$ cat config.mk
export PLATFORM = sky130hd
export DESIGN_NAME = calc_ctrl
export DESIGN_NICKNAME = d
export VERILOG_FILES = /design/src/rtl/calc_pkg.sv /design/src/rtl/btn_debounce.sv /design/src/rtl/calc_ctrl.sv
export SDC_FILE = /design/constraint.sdc
export NUM_CORES = 1
export LEC_CHECK = 0
export CAP_MARGIN = 30
export CORE_MARGIN = 2
export CORE_UTILIZATION = 59
export DETAILED_ROUTE_END_ITERATION = 6
export DONT_BUFFER_PORTS = 1
export PLACE_DENSITY = 0.75
export SLEW_MARGIN = 15
export SYNTH_ARGS = -nofsm -noshare
export SYNTH_HDL_FRONTEND = slang
export SYNTH_HIERARCHICAL = 1
export SYNTH_SLANG_ARGS = --single-unit
$ cat constraint.sdc
create_clock -name clk -period 5 [get_ports clk]
set_input_delay 0.5 -clock clk [delete_from_list [all_inputs] [get_ports clk]]
set_output_delay 0.5 -clock clk [all_outputs]
set_load 0.01 [all_outputs]
$ cat src/rtl/calc_pkg.sv
// calc_pkg: shared types and constants for the calculator front-end controller.
// Contents: FSM state enum and the bit positions of the select buttons inside alu_sel.
package calc_pkg;
    typedef enum logic [2:0] {IDLE, CAPTURE, EXECUTE, CLEAR, WAIT_REL} state_t;
    localparam int SEL_L = 2;
    localparam int SEL_C = 1;
    localparam int SEL_R = 0;
endpackage

$ cat src/rtl/btn_debounce.sv
// btn_debounce: 2-flop synchronizer, debouncer and rising-edge pulse for one raw button.
// Ports:
//   clk, rst_n  clock, asynchronous active-low reset
//   i_btn       raw button input
//   o_level     debounced stable level
//   o_rise      one-cycle pulse after the stable level rises
module btn_debounce #(
    parameter int DEBOUNCE_CYCLES = 500000
) (
    input  logic clk,
    input  logic rst_n,
    input  logic i_btn,
    output logic o_level,
    output logic o_rise
);
    localparam int CW = $clog2(DEBOUNCE_CYCLES);
    localparam logic [CW-1:0] CMAX = CW'(DEBOUNCE_CYCLES - 1);
    logic r_s1, r_s2, r_stable, r_stable_d, r_rise;
    logic [CW-1:0] r_cnt;
    always_ff @(posedge clk or negedge rst_n) begin
        if (!rst_n) begin
            r_s1       <= 1'b0;
            r_s2       <= 1'b0;
            r_stable   <= 1'b0;
            r_stable_d <= 1'b0;
            r_rise     <= 1'b0;
            r_cnt      <= '0;
        end else begin
            r_s1       <= i_btn;
            r_s2       <= r_s1;
            r_stable_d <= r_stable;
            r_rise     <= r_stable & ~r_stable_d;
            // The counter only runs while the synchronized level disagrees; any agreement restarts it.
            if (r_s2 == r_stable) begin
                r_cnt <= '0;
            end else if (r_cnt == CMAX) begin
                r_stable <= ~r_stable;
                r_cnt    <= '0;
            end else begin
                r_cnt <= r_cnt + 1'b1;
            end
        end
    end
    assign o_level = r_stable;
    assign o_rise  = r_rise;
endmodule

$ cat src/rtl/calc_ctrl.sv
// calc_ctrl: button/switch front-end that sequences the calculator ALU/accumulator datapath.
// Ports:
//   clk, rst_n              clock, asynchronous active-low reset
//   btnc, btnl, btnr        raw operation-select buttons
//   btnu                    raw clear button
//   btnd                    raw execute button
//   sw[15:0]                raw operand switches
//   alu_sel[2:0]            latched {btnl,btnc,btnr} debounced levels
//   op2_q[15:0]             latched synchronized switch operand
//   acc_load, acc_clr       one-cycle accumulator load / clear strobes
//   busy                    FSM not in IDLE
//   op_count[CNT_W-1:0]     executed loads since reset or last clear
module calc_ctrl
    import calc_pkg::*;
#(
    parameter int DEBOUNCE_CYCLES = 500000,
    parameter int CNT_W           = 8
) (
    input  logic             clk,
    input  logic             rst_n,
    input  logic             btnc,
    input  logic             btnl,
    input  logic             btnr,
    input  logic             btnu,
    input  logic             btnd,
    input  logic [15:0]      sw,
    output logic [2:0]       alu_sel,
    output logic [15:0]      op2_q,
    output logic             acc_load,
    output logic             acc_clr,
    output logic             busy,
    output logic [CNT_W-1:0] op_count
);
    logic w_lvl_c, w_lvl_l, w_lvl_r, w_lvl_u, w_lvl_d, w_clr_p, w_exe_p;
    logic [15:0] r_sw1, r_sw2, r_op2;
    logic [2:0] r_alu_sel;
    logic [CNT_W-1:0] r_op_count;
    state_t r_state, w_state_nx;

    btn_debounce #(.DEBOUNCE_CYCLES(DEBOUNCE_CYCLES)) u_db_c (.clk(clk), .rst_n(rst_n), .i_btn(btnc), .o_level(w_lvl_c), .o_rise());
    btn_debounce #(.DEBOUNCE_CYCLES(DEBOUNCE_CYCLES)) u_db_l (.clk(clk), .rst_n(rst_n), .i_btn(btnl), .o_level(w_lvl_l), .o_rise());
    btn_debounce #(.DEBOUNCE_CYCLES(DEBOUNCE_CYCLES)) u_db_r (.clk(clk), .rst_n(rst_n), .i_btn(btnr), .o_level(w_lvl_r), .o_rise());
    btn_debounce #(.DEBOUNCE_CYCLES(DEBOUNCE_CYCLES)) u_db_u (.clk(clk), .rst_n(rst_n), .i_btn(btnu), .o_level(w_lvl_u), .o_rise(w_clr_p));
    btn_debounce #(.DEBOUNCE_CYCLES(DEBOUNCE_CYCLES)) u_db_d (.clk(clk), .rst_n(rst_n), .i_btn(btnd), .o_level(w_lvl_d), .o_rise(w_exe_p));

    always_ff @(posedge clk or negedge rst_n) begin
        if (!rst_n) begin
            r_sw1 <= '0;
            r_sw2 <= '0;
        end else begin
            r_sw1 <= sw;
            r_sw2 <= r_sw1;
        end
    end

    always_ff @(posedge clk or negedge rst_n) begin
        if (!rst_n) r_state <= IDLE;
        else        r_state <= w_state_nx;
    end

    // Presses seen outside IDLE fall through untouched, so they are dropped rather than queued.
    always_comb begin
        w_state_nx = r_state;
        case (r_state)
            IDLE:     w_state_nx = w_clr_p ? CLEAR : (w_exe_p ? CAPTURE : IDLE);
            CAPTURE:  w_state_nx = EXECUTE;
            EXECUTE:  w_state_nx = WAIT_REL;
            CLEAR:    w_state_nx = WAIT_REL;
            WAIT_REL: w_state_nx = (w_lvl_u || w_lvl_d) ? WAIT_REL : IDLE;
            default:  w_state_nx = IDLE;
        endcase
    end

    always_comb begin
        acc_load = (r_state == EXECUTE);
        acc_clr  = (r_state == CLEAR);
        busy     = (r_state != IDLE);
    end

    always_ff @(posedge clk or negedge rst_n) begin
        if (!rst_n) begin
            r_alu_sel  <= '0;
            r_op2      <= '0;
            r_op_count <= '0;
        end else begin
            if (r_state == CAPTURE) begin
                r_alu_sel[SEL_L] <= w_lvl_l;
                r_alu_sel[SEL_C] <= w_lvl_c;
                r_alu_sel[SEL_R] <= w_lvl_r;
                r_op2            <= r_sw2;
            end
            if (r_state == CLEAR)        r_op_count <= '0;
            else if (r_state == EXECUTE) r_op_count <= r_op_count + 1'b1;
        end
    end

    assign alu_sel  = r_alu_sel;
    assign op2_q    = r_op2;
    assign op_count = r_op_count;
endmodule
==> results of run 1 <==
==> through the flow <==
| step | setup slack, ps | power [mW] | hold slack [ps] | std cells | util, % |
|---|---|---|---|---|---|
| 2_1_floorplan | 3130 | 1.53 | 204 | 664 | - |
| 3_3_place_gp | 2940 | 1.53 | 211 | 822 | 61.4 |
| 3_5_place_dp | 2820 | 1.54 | 211 | 822 | 61.4 |
| 4_1_cts | 2810 | 2.97 | 82.0 | 855 | 66.7 |
| 5_1_grt | 2600 | 3.05 | 74.6 | 856 | 66.8 |
| 6_report | 2820 | 2.93 | 94.7 | 856 | 66.8 |
==> registers in the layout, summed over array words and instances (netlist names), 3 cells and up <==
register	flops
u_db_c/r_cnt	19
u_db_d/r_cnt	19
u_db_l/r_cnt	19
u_db_r/r_cnt	19
u_db_u/r_cnt	19
op2_q	16
r_sw1	16
r_sw2	16
op_count	8
alu_sel	3
r_state	3
==> power groups by stage <==
stage / clock, mW / combinational, mW / sequential (mW)
after floorplan: 0 / 0.0410 / 1.49
after global placement: 0 / 0.0374 / 1.50
after detailed placement: 0 / 0.0392 / 1.50
after CTS: 1.43 / 0.0690 / 1.47
after global routing: 1.49 / 0.0786 / 1.47
final: 1.40 / 0.0661 / 1.47
==> layer usage <==
metal | vias up | global-route usage, % | wire length [um]
met5 | - | 0 | 0
met4 | 0 | 6.70 | 157
met3 | 11 | 6.57 | 571
met2 | 79 | 34.3 | 6760
met1 | 2375 | 26.4 | 5840
li1 | 2309 | - | -
==> worst paths after layout <==
check,startpoint,to,slack (ps)
worst max-delay path,u_db_l/r_cnt[9],u_db_l/r_cnt[8],2820
worst min-delay path,rst_n,r_sw1[4],90
worst max register to register,u_db_l/r_cnt[9],u_db_l/r_cnt[8],2820
worst min register to register,r_sw1[13],r_sw2[13],340
max in group asynchronous,rst_n,u_db_u/r_cnt[5],4300
min in group clk,btnu,u_db_u/r_s1,100
==> cell type report <==
cell class	count	area, sq um
Timing Repair Buffer	2	42.5
Multi-Input combinational cell	445	2990
Fill cell	919	4170
Tap cell	172	215
Clock buffer	23	488
Clock inverter	9	154
Inverter	29	109
Sequential cell	176	4400
==> results.md, run 1 <==
- The flow ran to the end, and the final reports show no timing, DRC or antenna violations.
- The number of violations reported at the end of detailed-routing iteration 0 is 432.
- The critical path goes through nor4_1 > nand4_1 > o41ai_4 > nor2_1.
- The relative contribution of sequential cells to total power is 50.1%.
- The number of antenna violations at the first check in global routing is 0.
- Synthesis produced a netlist with a net count of 693.
- The average cell area after synthesis is 11.4 sq um.
- The top cell types in the final layout, fill and taps aside, are 176 x dfrtp_1, 99 x nor2_1, 65 x xnor2_1.
- The number of warnings printed during yosys synthesis is 6.
- The internal portion of the total power is 2.36 mW.
- The floorplan has 41 rows.
- The pre-antenna-repair detailed-routing pass consisted of 6 iterations.
- The analysis attributes to net switching a power of 0.577 mW.
- For this run, the slowest stage of the critical path takes 900 ps.
- The analysis attributes to cell leakage a power of 3.52 nW.
- The number of nets with antenna violations after detailed routing is 0.
- The share of total power in combinational logic is 2.3%.
- The width of the die is 117 um.
- The share of total power consumed by net switching is 19.7%.
- The via count of the first global-routing pass is 4801.
- The final count of hold timing violations is 0.
- The category of cells accounting for the largest share of critical-path delay is compound AO/OA/AOI/OAI gates.
- The total power divided by cell area is 349 nW/um^2.
- The leading cell type in the layout, fill and taps excluded is dfrtp_1.
- The clock tree synthesis step divided the H-tree into 4 levels.
- On the critical path, the stage with the largest delay is an instance of o41ai_4.
- The number of antenna diodes in the final layout is 0.
- The HPWL reported at the end of detailed placement is 8900 um.
- For this block, the via count after detailed routing is 4774.
- STA classifies the critical path startpoint as a flip-flop.
- The clock reaches the later pin of the worst-skew pair after 420 ps.
- Max-cap violations in this run came to 0.
- Dividing the final minimum period by the clock period gives 43.6%.
- The total setup buffers inserted after CTS is 0.
- The initial core utilization is 60.4%.
- The path length in cells of the critical path is 4.
- After detailed routing, the number of remaining DRC violations is 0.
- The area of the core is 12600 sq um.
- Clock-pin slew was measured on the worst setup and hold paths at 60 ps.
- The number of hold buffers added after CTS was 1.
- The finished cells cover 8400 sq um.
- The total length of routed wires is 13300 um.
- The post-route clock skew is 7.48 ps.
- The clock passes through at most 2 buffers.
- The buffers plus inverters on the worst setup path is 0.
- The number of sinks on the clock net is 176.
- The final layout contains 700 nets.
- At the pin with the least slew margin, the transition time is 898 ps.
- Routability-driven placement finished with a final weighted congestion of 0.889.
- In this run the cell area measured after placement is 7710 sq um.
- The critical path endpoint category is a flip-flop.
- The root buffer cell is clkbuf_16.
- The smallest clock period supported by the final layout is computed as 2180 ps.
- The final max-slew violation count is 0.
- The final sum of negative setup slack is 0 ps.
- The clock tree from TritonCTS is built.
- Clock tree synthesis inserted a total of 17 buffers.
- Headroom to the max-slew limit came out at 39.9%.
- The worst supply voltage drop on vdd is 0.000253 V.
- The first-pass GRT wire length is 23000 um.
- Gates resized during post-CTS repair numbered 0.
- The count of pins on the block boundary is 53.
- The fraction of power consumed by the clock network is 47.6%.
- Dividing the detail-routed wire length by the instance count gives 15.6 um.
- Summed over all layers, the global routing overflow is 0.
- The layout cell share with drive strength beyond 1 is 11.3%.
- The setup-violating endpoint count in the final report is 0.
- At the worst endpoint, the required time is 5260 ps.
- The height of the die is 117 um.
- The number of vias per cell after detailed routing is 5.58.
- The floorplan step defined a die boundary enclosing 13800 sq um.
- The largest net degree at the start of global routing is 177.
- The kind of critical path is flip-flop to flip-flop.
- Setup repair after global routing left no endpoint under its margin.
- The relative area change from synthesis to final layout is 10.7%.
- Of all nets on the critical path, the largest fanout is 17.
- Global routing consumed, over all layers together, 20.8% of the routing resources.
- The worst min-delay path category is primary input to asynchronous set/reset pin.
- The synthesized netlist cell count is 664.
- The synthesized area is 7590 sq um.
- The critical path data arrival time is 2440 ps.
- The number of cell instances on the worst register-to-register path is 4.
- Input and output buffers added on the ports amount to 0.
- For this run, the top clock speed supported by timing is 0.459 GHz.
Note: power is estimated with default switching activity, not from simulation.
==> run 2: changes to the inputs <==
--- a/config.mk
+++ b/config.mk
@@ -7,7 +7,7 @@
 export LEC_CHECK = 0
 export CAP_MARGIN = 30
 export CORE_MARGIN = 2
-export CORE_UTILIZATION = 59
+export CORE_UTILIZATION = 57
 export DETAILED_ROUTE_END_ITERATION = 6
 export DONT_BUFFER_PORTS = 1
 export PLACE_DENSITY = 0.75
==> constraint.sdc (replaced) <==
create_clock -name clk -period 1.8 [get_ports clk]
set_input_delay 0.18 -clock clk [delete_from_list [all_inputs] [get_ports clk]]
set_output_delay 0.18 -clock clk [all_outputs]
set_load 0.01 [all_outputs]
==> results.md, run 2 (synthesis gave the netlist of run 1 again) <==
- The leading cell type in the layout, fill and taps excluded is dfrtp_1.
- The HPWL after detailed placement is 10000 um.
- The detailed router finished its first iteration with 370 violations.
- The worst-case register-to-register setup slack is 6 ps.
- The flow ran to the end, but the final reports show violations.
- The worst supply voltage drop on vdd is 0.000687 V.
- For this run, design rule violations remaining after detail routing come to 0.
- The height of the die is 119 um.
- The number of placed instances, taps included, is 899.
- The width of the die is 119 um.
- Of the cells placed in the final design, the portion with a size suffix greater than 1 is 25.5%.
- The worst min-delay path category is primary input to asynchronous set/reset pin.
- The total clock buffers created by CTS is 17.
- The final routed wire length divided by cell count is 16.4 um.
- The setup-violating endpoint count in the final report is 0.
- Pin placement for this block handled 53 I/O pins.
- The longest individual stage delay on the worst path is 580 ps.
- The tree built by TritonCTS fans out to 176 sinks.
- Setup repair after global routing could not meet its margin everywhere.
- Counting both buffers and inverters, the worst setup path holds a total of 0.
- The final count of hold timing violations is 176.
- The final max-slew violation count came to 0.
- The number of antenna violations at the first check in global routing was 0.
- The category of cells accounting for the largest share of critical-path delay is simple AND/OR/NAND/NOR gates.
- The post-route clock skew is 8.46 ps.
- The total length of routed wires is 15800 um.
- Compared with the post-synthesis result, the final layout area differs by 23.8%.
- After floorplanning, the core was sized to cover 13100 sq um.
- The last weighted congestion value of the routability-driven placer is 0.860.
- The maximum fanout along the worst path is 6.
- The reg-to-reg critical path endpoint is u_db_r/r_cnt[18].
- Before antenna repair, the detailed router went through 5 iterations.
- The initial utilization of the core area, before any placement, comes to 57.8%.
- The standard cell with the maximum stage delay on the critical path is or4_4.
- The critical path data arrival time is 2150 ps.
- The library cells used most frequently in the layout, excluding fill and tap cells, are 169 x dfrtp_1, 87 x nor2_1, 75 x buf_4.
- For this run the aggregate overflow at the end of global routing stands at 0.
- The global-route usage over all layers is 22.7%.
- The final critical delay including setup and external delays is 1790 ps.
- The number of vias per cell after detailed routing is 5.52.
- For this design the static power due to leakage is 4.02 nW.
- The total power divided by cell area is 823 nW/um^2.
- In this run the clock root is driven by a clkbuf_16.
- The floorplan has 42 rows.
- The number of buffers inserted by port buffering is 0.
- The number of nets with antenna violations after detailed routing is 0.
- Clock-pin slew was measured on the worst setup and hold paths at 70 ps.
- TritonCTS built the clock tree.
- Hold timing on the final database bottoms out at a slack of -554 ps.
- The number of fill cells in the layout is 890.
- Buffers inserted to repair hold after CTS numbered 21.
- The worst setup path is launched from a flip-flop.
- The worst pin sits at a relative slew slack of 70.6%.
- The reg-to-reg critical path startpoint is u_db_r/r_cnt[8].
- The first-pass GRT wire length is 25600 um.
- Traced cell by cell, the critical path runs through nand3_2 > or4_4 > or3_4 > a21oi_4.
- The critical path data required time is 2160 ps.
- The final reports fail on negative hold slack.
- The sum of internal, switching and leakage power is 7.73 mW.
- At the pin with the least slew margin, the transition time is 440 ps.
- STA classifies the critical path endpoint as a flip-flop.
- Counting along the longest clock path gives a buffer depth of 2.
- For this run, the number of standard cells in the final layout without fillers is 963.
- Measured in cells, the most critical reg-to-reg path has a length of 4.
- The routed layout has 5313 vias.
- The repair_antennas step left the layout with diodes totalling 0.
- The H-tree was split into 4 levels.
- The source-to-sink clock delay at the later pin of the worst-skew pair is 430 ps.
- The via count of the first global-routing pass is 5437.
- Entering global routing, the biggest net connects 177 pins.
- The floorplan die area is 14300 sq um.
- The number of max-cap violations is 0.
- The final layout net count is 803.
- The kind of critical path is flip-flop to flip-flop.
- Based on the critical path, the design can be clocked at up to 0.557 GHz.
- After layout, the worst path uses 99.7% of the clock period.
- The final sum of negative setup slack is 0 ps.
==> run 2: cell count changes in the layout (fill, tap and decap cells not counted), sizes merged <==
cell / change
bufinv: -4
inv: +4
clkinvlp: +3
dlygate4sd3: +21
buf: +82
clkinv: +1
clkbuf: -4
==> run 2: stage by stage <==
stage | worst slack, ps | util (%) | area [sq um] | hold slack [ps]
after detailed placement | -84.9 | 63.4 | 8330 | -109
final | 5.95 | 71.5 | 9400 | -554
after floorplan | 43.2 | - | 7650 | -116
after global routing | -61.3 | 71.5 | 9400 | -581
after global placement | -16.9 | 63.4 | 8330 | -109
after CTS | 0.695 | 69.4 | 9120 | -575
==> run 2: final cells by class <==
| type | count | area [sq um] | share of cell area (%) |
|---|---|---|---|
| Sequential cell | 176 | 4410 | 47.0 |
| Multi-Input combinational cell | 445 | 3240 | 34.4 |
| Timing Repair Buffer | 105 | 868 | 9.24 |
| Clock buffer | 19 | 443 | 4.71 |
| Tap cell | 176 | 220 | 2.34 |
| Inverter | 29 | 109 | 1.16 |
| Clock inverter | 13 | 106 | 1.13 |
==> run 2: timing repair <==
action | in CTS | in global routing
pin swaps | 6 | 28
endpoints found under the hold margin | 197 | 176
resized for setup | 7 | 49
gates cloned | 0 | 3
setup endpoints to repair | 30 | 78
setup buffers | 0 | 8
==> run 2: per-layer routing <==
layer,GRT usage [%],up-vias,wire length [um]
li1,-,2521,-
met1,28.0,2657,6530
met5,0,-,0
met2,39.1,105,8300
met4,8.24,0,316
met3,5.41,30,629
==> run 2: how the worst max path moves through the flow <==
stage,startpoint,to,depth (start not counted)
after global routing,u_db_d/r_cnt[6],u_db_d/r_cnt[5],6
after CTS,u_db_d/r_cnt[9],u_db_d/o_level,4
after global placement,u_db_c/r_cnt[9],u_db_c/o_level,4
final,u_db_r/r_cnt[8],u_db_r/r_cnt[18],4
after detailed placement,u_db_c/r_cnt[9],u_db_c/o_level,4
after floorplan,u_db_c/r_cnt[9],u_db_c/r_cnt[13],5
==> run 2: power breakdown <==
part	internal, mW	leakage, nW	switching (mW)
logic	0.131	1.43	0.108
registers	4.03	2.34	0.0581
clock network	1.82	0.255	1.58
total	5.99	4.02	1.75
==> run 3: changes to the inputs <==
--- a/config.mk
+++ b/config.mk
@@ -10,6 +10,7 @@
 export CORE_UTILIZATION = 57
 export DETAILED_ROUTE_END_ITERATION = 6
 export DONT_BUFFER_PORTS = 1
+export GPL_ROUTABILITY_DRIVEN = 0
 export PLACE_DENSITY = 0.75
 export SLEW_MARGIN = 15
 export SYNTH_ARGS = -nofsm -noshare
==> results of run 3 <==
The final DEF is identical to that of run 2; final timing and power are the same.
